===== config.mk =====
export PLATFORM = sky130hd
export DESIGN_NAME = fifo_write_arbiter
export DESIGN_NICKNAME = d
export VERILOG_FILES = /design/src/rtl/fifo_arb_pkg.sv /design/src/rtl/fifo_write_arbiter_rr.sv /design/src/rtl/fifo_write_arbiter.sv
export SDC_FILE = /design/constraint.sdc
export NUM_CORES = 1
export LEC_CHECK = 0
export CAP_MARGIN = 20
export CELL_PAD_IN_SITES_DETAIL_PLACEMENT = 1
export CELL_PAD_IN_SITES_GLOBAL_PLACEMENT = 1
export CORE_AREA = 2 2 107 109
export CTS_CLUSTER_DIAMETER = 50
export DETAILED_ROUTE_END_ITERATION = 12
export DIE_AREA = 0 0 109 111
export PLACE_DENSITY_LB_ADDON = 0.12
export REMOVE_ABC_BUFFERS = 1
export SKIP_LAST_GASP = 1
export SLEW_MARGIN = 0
export SYNTH_ARGS = -nofsm -noshare
export SYNTH_HDL_FRONTEND = slang
export SYNTH_SLANG_ARGS = --single-unit

===== constraint.sdc =====
create_clock -name wr_clk -period 4.54 [get_ports wr_clk]
set_input_delay 1.362 -clock wr_clk [delete_from_list [all_inputs] [get_ports wr_clk]]
set_output_delay 1.362 -clock wr_clk [all_outputs]
set_load 0.02 [all_outputs]

===== src/rtl/fifo_arb_pkg.sv =====
// Shared definitions for the FIFO write-side arbiter: state encoding,
// tag field placement and the truncation counter geometry.
package fifo_arb_pkg;

    typedef enum logic [0:0] {
        ST_IDLE = 1'b0,
        ST_XFER = 1'b1
    } arb_state_e;

    localparam int TRUNC_W = 16;
    localparam logic [TRUNC_W-1:0] TRUNC_MAX = 16'hFFFF;

    // Beat counter wide enough for the largest permitted burst cap (255).
    localparam int BEAT_W = 8;

    // Position of the last flag inside a packed FIFO word.
    function automatic int last_bit(input int data_w);
        return data_w;
    endfunction

    // Lowest bit of the channel tag inside a packed FIFO word.
    function automatic int ch_lsb(input int data_w);
        return data_w + 1;
    endfunction

endpackage


===== src/rtl/fifo_write_arbiter_rr.sv =====
// Combinational round-robin picker: rotate the request vector so the channel
// after last_grant sits at bit 0, priority-encode, then rotate the index back.
module rr_arbiter #(
    parameter int N = 4,
    localparam int IW = $clog2(N)
) (
    input  logic [N-1:0]  req,
    input  logic [IW-1:0] last_grant,
    output logic [IW-1:0] gnt_idx,
    output logic          gnt_any
);

    logic [IW-1:0]  start_s;
    logic [2*N-1:0] dbl_s;
    logic [N-1:0]   rot_s;
    logic [IW-1:0]  off_s;
    logic [IW:0]    sum_s;

    // Rotate, find the lowest requesting slot, map it back to a channel index.
    always_comb begin
        if (last_grant == IW'(N - 1)) begin
            start_s = '0;
        end else begin
            start_s = last_grant + IW'(1);
        end
        dbl_s = {req, req} >> start_s;
        rot_s = dbl_s[N-1:0];
        off_s = '0;
        for (int i = N - 1; i >= 0; i--) begin
            if (rot_s[i]) begin
                off_s = IW'(i);
            end else begin
                off_s = off_s;
            end
        end
        sum_s = {1'b0, start_s} + {1'b0, off_s};
        if (sum_s >= (IW + 1)'(N)) begin
            gnt_idx = IW'(sum_s - (IW + 1)'(N));
        end else begin
            gnt_idx = sum_s[IW-1:0];
        end
        gnt_any = |req;
    end

endmodule


===== src/rtl/fifo_write_arbiter.sv =====
// Shares one async FIFO write port between NUM_CH requesters, one burst per
// grant, tagging every word with {channel, last} for read-side demultiplexing.
module fifo_write_arbiter
    import fifo_arb_pkg::*;
#(
    parameter int NUM_CH    = 4,
    parameter int DATA_W    = 29,
    parameter int BURST_MAX = 16,
    localparam int CH_W     = $clog2(NUM_CH),
    localparam int FIFO_W   = CH_W + 1 + DATA_W
) (
    input  logic                     wr_clk,
    input  logic                     wr_rst_n,
    input  logic                     enable,
    input  logic [NUM_CH-1:0]        req_valid,
    input  logic [NUM_CH-1:0]        req_last,
    input  logic [NUM_CH*DATA_W-1:0] req_data,
    output logic [NUM_CH-1:0]        req_ready,
    output logic [FIFO_W-1:0]        fifo_din,
    output logic                     fifo_wr_en,
    input  logic                     fifo_full,
    output logic [CH_W-1:0]          grant_ch,
    output logic                     busy,
    output logic [TRUNC_W-1:0]       trunc_cnt
);

    localparam int LAST_BIT = last_bit(DATA_W);
    localparam int CH_LSB   = ch_lsb(DATA_W);
    localparam logic [BEAT_W-1:0] BEAT_CAP = BEAT_W'(BURST_MAX - 1);

    arb_state_e          state_q, state_d;
    logic [CH_W-1:0]     grant_ch_q, grant_ch_d;
    logic [CH_W-1:0]     last_grant_q, last_grant_d;
    logic [BEAT_W-1:0]   beat_cnt_q, beat_cnt_d;
    logic [TRUNC_W-1:0]  trunc_cnt_q, trunc_cnt_d;
    logic                busy_q, busy_d;
    logic [FIFO_W-1:0]   din_q, din_d;

    logic                sel_valid_s;
    logic                sel_last_s;
    logic [DATA_W-1:0]   sel_data_s;
    logic                cap_s;
    logic                last_o_s;
    logic                acc_s;
    logic [FIFO_W-1:0]   packed_s;
    logic [CH_W-1:0]     rr_idx_s;
    logic                rr_any_s;

    rr_arbiter #(
        .N (NUM_CH)
    ) u_rr (
        .req        (req_valid),
        .last_grant (last_grant_q),
        .gnt_idx    (rr_idx_s),
        .gnt_any    (rr_any_s)
    );

    // Select the granted channel and form the accept strobe; full gates it directly.
    always_comb begin
        sel_valid_s = req_valid[grant_ch_q];
        sel_last_s  = req_last[grant_ch_q];
        sel_data_s  = '0;
        for (int c = 0; c < NUM_CH; c++) begin
            if (grant_ch_q == CH_W'(c)) begin
                sel_data_s = req_data[c*DATA_W +: DATA_W];
            end else begin
                sel_data_s = sel_data_s;
            end
        end
        cap_s    = (beat_cnt_q == BEAT_CAP);
        last_o_s = sel_last_s | cap_s;
        acc_s    = (state_q == ST_XFER) & sel_valid_s & ~fifo_full;
    end

    // Pack {channel, last, payload} for the FIFO word.
    always_comb begin
        packed_s                    = '0;
        packed_s[DATA_W-1:0]        = sel_data_s;
        packed_s[LAST_BIT]          = last_o_s;
        packed_s[CH_LSB +: CH_W]    = grant_ch_q;
    end

    // Drive the write port; outside a burst the data bus parks on the last word.
    always_comb begin
        req_ready  = '0;
        fifo_wr_en = acc_s;
        if (acc_s) begin
            req_ready[grant_ch_q] = 1'b1;
        end else begin
            req_ready = '0;
        end
        if (state_q == ST_XFER) begin
            fifo_din = packed_s;
        end else begin
            fifo_din = din_q;
        end
        grant_ch  = grant_ch_q;
        busy      = busy_q;
        trunc_cnt = trunc_cnt_q;
    end

    // Next-state logic for the grant/burst FSM and its bookkeeping registers.
    always_comb begin
        state_d      = state_q;
        grant_ch_d   = grant_ch_q;
        last_grant_d = last_grant_q;
        beat_cnt_d   = beat_cnt_q;
        trunc_cnt_d  = trunc_cnt_q;
        busy_d       = busy_q;
        din_d        = din_q;
        case (state_q)
            ST_IDLE: begin
                if (enable && rr_any_s) begin
                    state_d    = ST_XFER;
                    grant_ch_d = rr_idx_s;
                    busy_d     = 1'b1;
                end else begin
                    state_d = ST_IDLE;
                    busy_d  = 1'b0;
                end
            end
            ST_XFER: begin
                din_d = packed_s;
                if (acc_s && last_o_s) begin
                    state_d      = ST_IDLE;
                    busy_d       = 1'b0;
                    last_grant_d = grant_ch_q;
                    beat_cnt_d   = '0;
                    // Only a cap-forced end counts; a genuine req_last on the cap beat does not.
                    if (cap_s && !sel_last_s && (trunc_cnt_q != TRUNC_MAX)) begin
                        trunc_cnt_d = trunc_cnt_q + TRUNC_W'(1);
                    end else begin
                        trunc_cnt_d = trunc_cnt_q;
                    end
                end else if (acc_s) begin
                    beat_cnt_d = beat_cnt_q + BEAT_W'(1);
                end else begin
                    beat_cnt_d = beat_cnt_q;
                end
            end
            default: begin
                state_d = ST_IDLE;
                busy_d  = 1'b0;
            end
        endcase
    end

    // State registers; last_grant resets to the top channel so channel 0 wins first.
    always_ff @(posedge wr_clk or negedge wr_rst_n) begin
        if (!wr_rst_n) begin
            state_q      <= ST_IDLE;
            grant_ch_q   <= '0;
            last_grant_q <= CH_W'(NUM_CH - 1);
            beat_cnt_q   <= '0;
            trunc_cnt_q  <= '0;
            busy_q       <= 1'b0;
            din_q        <= '0;
        end else begin
            state_q      <= state_d;
            grant_ch_q   <= grant_ch_d;
            last_grant_q <= last_grant_d;
            beat_cnt_q   <= beat_cnt_d;
            trunc_cnt_q  <= trunc_cnt_d;
            busy_q       <= busy_d;
            din_q        <= din_d;
        end
    end

endmodule


==> flow_summary.toml <==
[grt]
grt_max_degree = 39
grt_usage = 0.2019
grt_antenna_before_repair = 0
grt_pass1_wl_um = 18640
overflow = 0
grt_pass1_vias = 3364

[placed_design]
hpwl_um = 8938
portBuffers = 183
place_congestion = 0.7906

[clock_tree]
cts.sinks = 62
clockBufferDepth = 2
cts_buffers = 9
clk_latency_ns = 0.33
ctsResizeCount = 1
ctsHtreeMaxLevel = 3
root_buffer = "clkbuf_16"
clk_pin_slew_ns = 0.06
post-cts-setup-buffers = 0
cts_tree = "done"
ctsHoldBuffers = 0

[synthesis]
synth-main-ff-cell = "dfrtp_1"
synthCells = 271
synth_cell_type_count = 38
synth_async_sr_flop_share = 1.000
synth_xor_area_frac = 0.03464
ys_ff_latch = 62
synth_adder_area_share = 0.01060
synth_enable_flop_cells = 0
synth_top_family_by_area = "multiplexers"
syn_area_per_cell_um2 = 13.06
yosysSeqAreaShare = 0.4390
synth_mux_area_frac = 0.3150
yosys_warnings = 0
synth_compound_area_frac = 0.05090
yosys.area_share.simple = 0.1202
synth_area_um2 = 3540

[timing]
fmax_ghz = 0.2224
drv_slew = 0
hold_violations = 0
finalClockSkew_ns = 0.005227
slew_headroom = 0.4093
period_needed_ns = 4.497
whs_ns = 0.4909
tns_ns = 0
period_share = 0.9905
grt_setup_unrepaired = "no"
worst_pin_slew_ns = 0.8860
setup_viol = 0

[detailed_routing]
via_per_inst = 5.095
wl_per_cell_um = 19.26
drc_errors = 0
routed_wl_um = 11730
ant_nets = 0
drt_iter0_drc = 91
via_count = 3103
dr.pass1.iters = 6

[die]
initial_core_util = 0.3196
die_w_um = 109
die_area_um2 = 12100
die_h_um = 111
ios = 184
core_um2 = 11080
row_count = 39

[cells_and_area]
final_common_cell = "clkdlybuf4s50_1"
layout_common_cells = "clkdlybuf4s50_1 (181), dfrtp_1 (59), mux2_2 (39)"
nets = 592
antenna_cells = 0
layout-drive-gt1-share = 0.2339
area_growth_pct = 64.97

[critical_path]
worst-path-buf-inv = 2
crit_family = "buffers and inverters"
cp_common_cell = "clkdlybuf4s50_1"
critPathMaxFanout = 2
crit_required_ns = 3.18
worst-setup-path-type = "in2out"
cp.arrival_ns = 3.13
start_kind = "primary input"
worstPathCellList = "clkdlybuf4s50_1 -> mux4_2 -> mux2_2 -> clkdlybuf4s50_1"
slowest_stage = "clkdlybuf4s50_1"
slowest_delay_ns = 0.55
endpoint_kind = "output port"

[min_path]
worstHoldPathType = "reg2reg"

[outcome]
status = "finished clean"

[power_and_ir_drop]
power_density_nw_per_um2 = 587.8
ir_worst_vdd_uv = 434.6
power_leakage_nw = 2.376
total_power_mw = 3.433

[flow_run]
drv_cap = 0
routing by layer:
metal  GRT usage  routed length, µm  vias to the layer above
met3     0.04821                698                       14
met1      0.2460               4691                     1580
met5           0                  0                        -
met4     0.05641                176                        0
met2      0.3511               6164                       96
li1            -                  -                     1413
state kept, by name (all words and copies together) (netlist names):
signal	flops
din_q	32
trunc_cnt	16
beat_cnt_q	8
grant_ch	2
last_grant_q	2
busy	1
state_q	1
worst paths after layout:
| path | cells past startpoint | start | end | slack, ns |
|---|---|---|---|---|
| max reg2reg | 7 | grant_ch[0] | trunc_cnt[14] | 1.68 |
| min | 1 | trunc_cnt[12] | trunc_cnt[12] | 0.49 |
| min reg2reg | 1 | trunc_cnt[12] | trunc_cnt[12] | 0.49 |
| min in group asynchronous | 1 | wr_rst_n | trunc_cnt[14] | 1.15 |
| max in group asynchronous | 2 | wr_rst_n | din_q[1] | 2.48 |
| max | 4 | req_data[113] | fifo_din[26] | 0.04 |
stage by stage:
| stage | instance area [µm²] | std cells | setup WS (ns) | utilization |
|---|---|---|---|---|
| 2_1_floorplan | 3446 | 253 | 0.4481 | - |
| 3_3_place_gp | 5550 | 592 | -0.03261 | 0.5011 |
| 3_5_place_dp | 5550 | 592 | -0.04968 | 0.5011 |
| 4_1_cts | 5826 | 608 | 0.04645 | 0.5259 |
| 5_1_grt | 5839 | 609 | 0.02921 | 0.5272 |
| 6_report | 5839 | 609 | 0.04318 | 0.5272 |
synth_stat cells, types with 3 or more instances:
cell      count  area share
and3_1        9       0.016
buf_1         5      0.0053
buf_6         3      0.0095
clkbuf_1      9      0.0095
dfrtp_1      60        0.42
ha_1          3       0.011
inv_1         3      0.0032
mux2_2       39        0.12
mux4_2       30        0.19
nand2_1      15       0.016
nand2b_1      3      0.0053
nand3_1       9       0.013
nand4_1       3      0.0053
nor2_1       12       0.013
nor2b_1       3      0.0053
nor3_1        5      0.0071
nor3b_1       3      0.0064
nor4_2        3       0.011
nor4b_1       3      0.0074
o21ai_0      13       0.018
o31ai_1       4      0.0085
xor2_1       14       0.035
area by class of cell:
type	count	area (µm²)
repair buffers	197	1937
multi-input cells	188	1881
inverters	3	11.26
clock inverters	6	37.54
well taps	143	178.9
clock buffers	10	239.0
fillers	1146	5238
flip-flops and latches	62	1555
worst reg2reg max path, cell delays in order (launching register included):
cell and delay (ns):
dfrtp_2 0.39, buf_4 0.24, nor3b_1 0.38, a22oi_1 0.18, buf_4 0.19, or3_1 0.66, nor3_1 0.34, mux2_2 0.36
report_power, final:
group / switching (mW) / internal (mW)
logic: 0.933 / 1.04
registers: 0.0742 / 0.749
clock network: 0.251 / 0.381
logic make-up after synthesis:
family / after synthesis
compound gates: 28
xor+xnor: 14
fa+ha+maj: 3
buf+inv: 21
flops: 62
mux: 69
simple gates: 74
No activity file was read; power rests on OpenSTA's default activity.
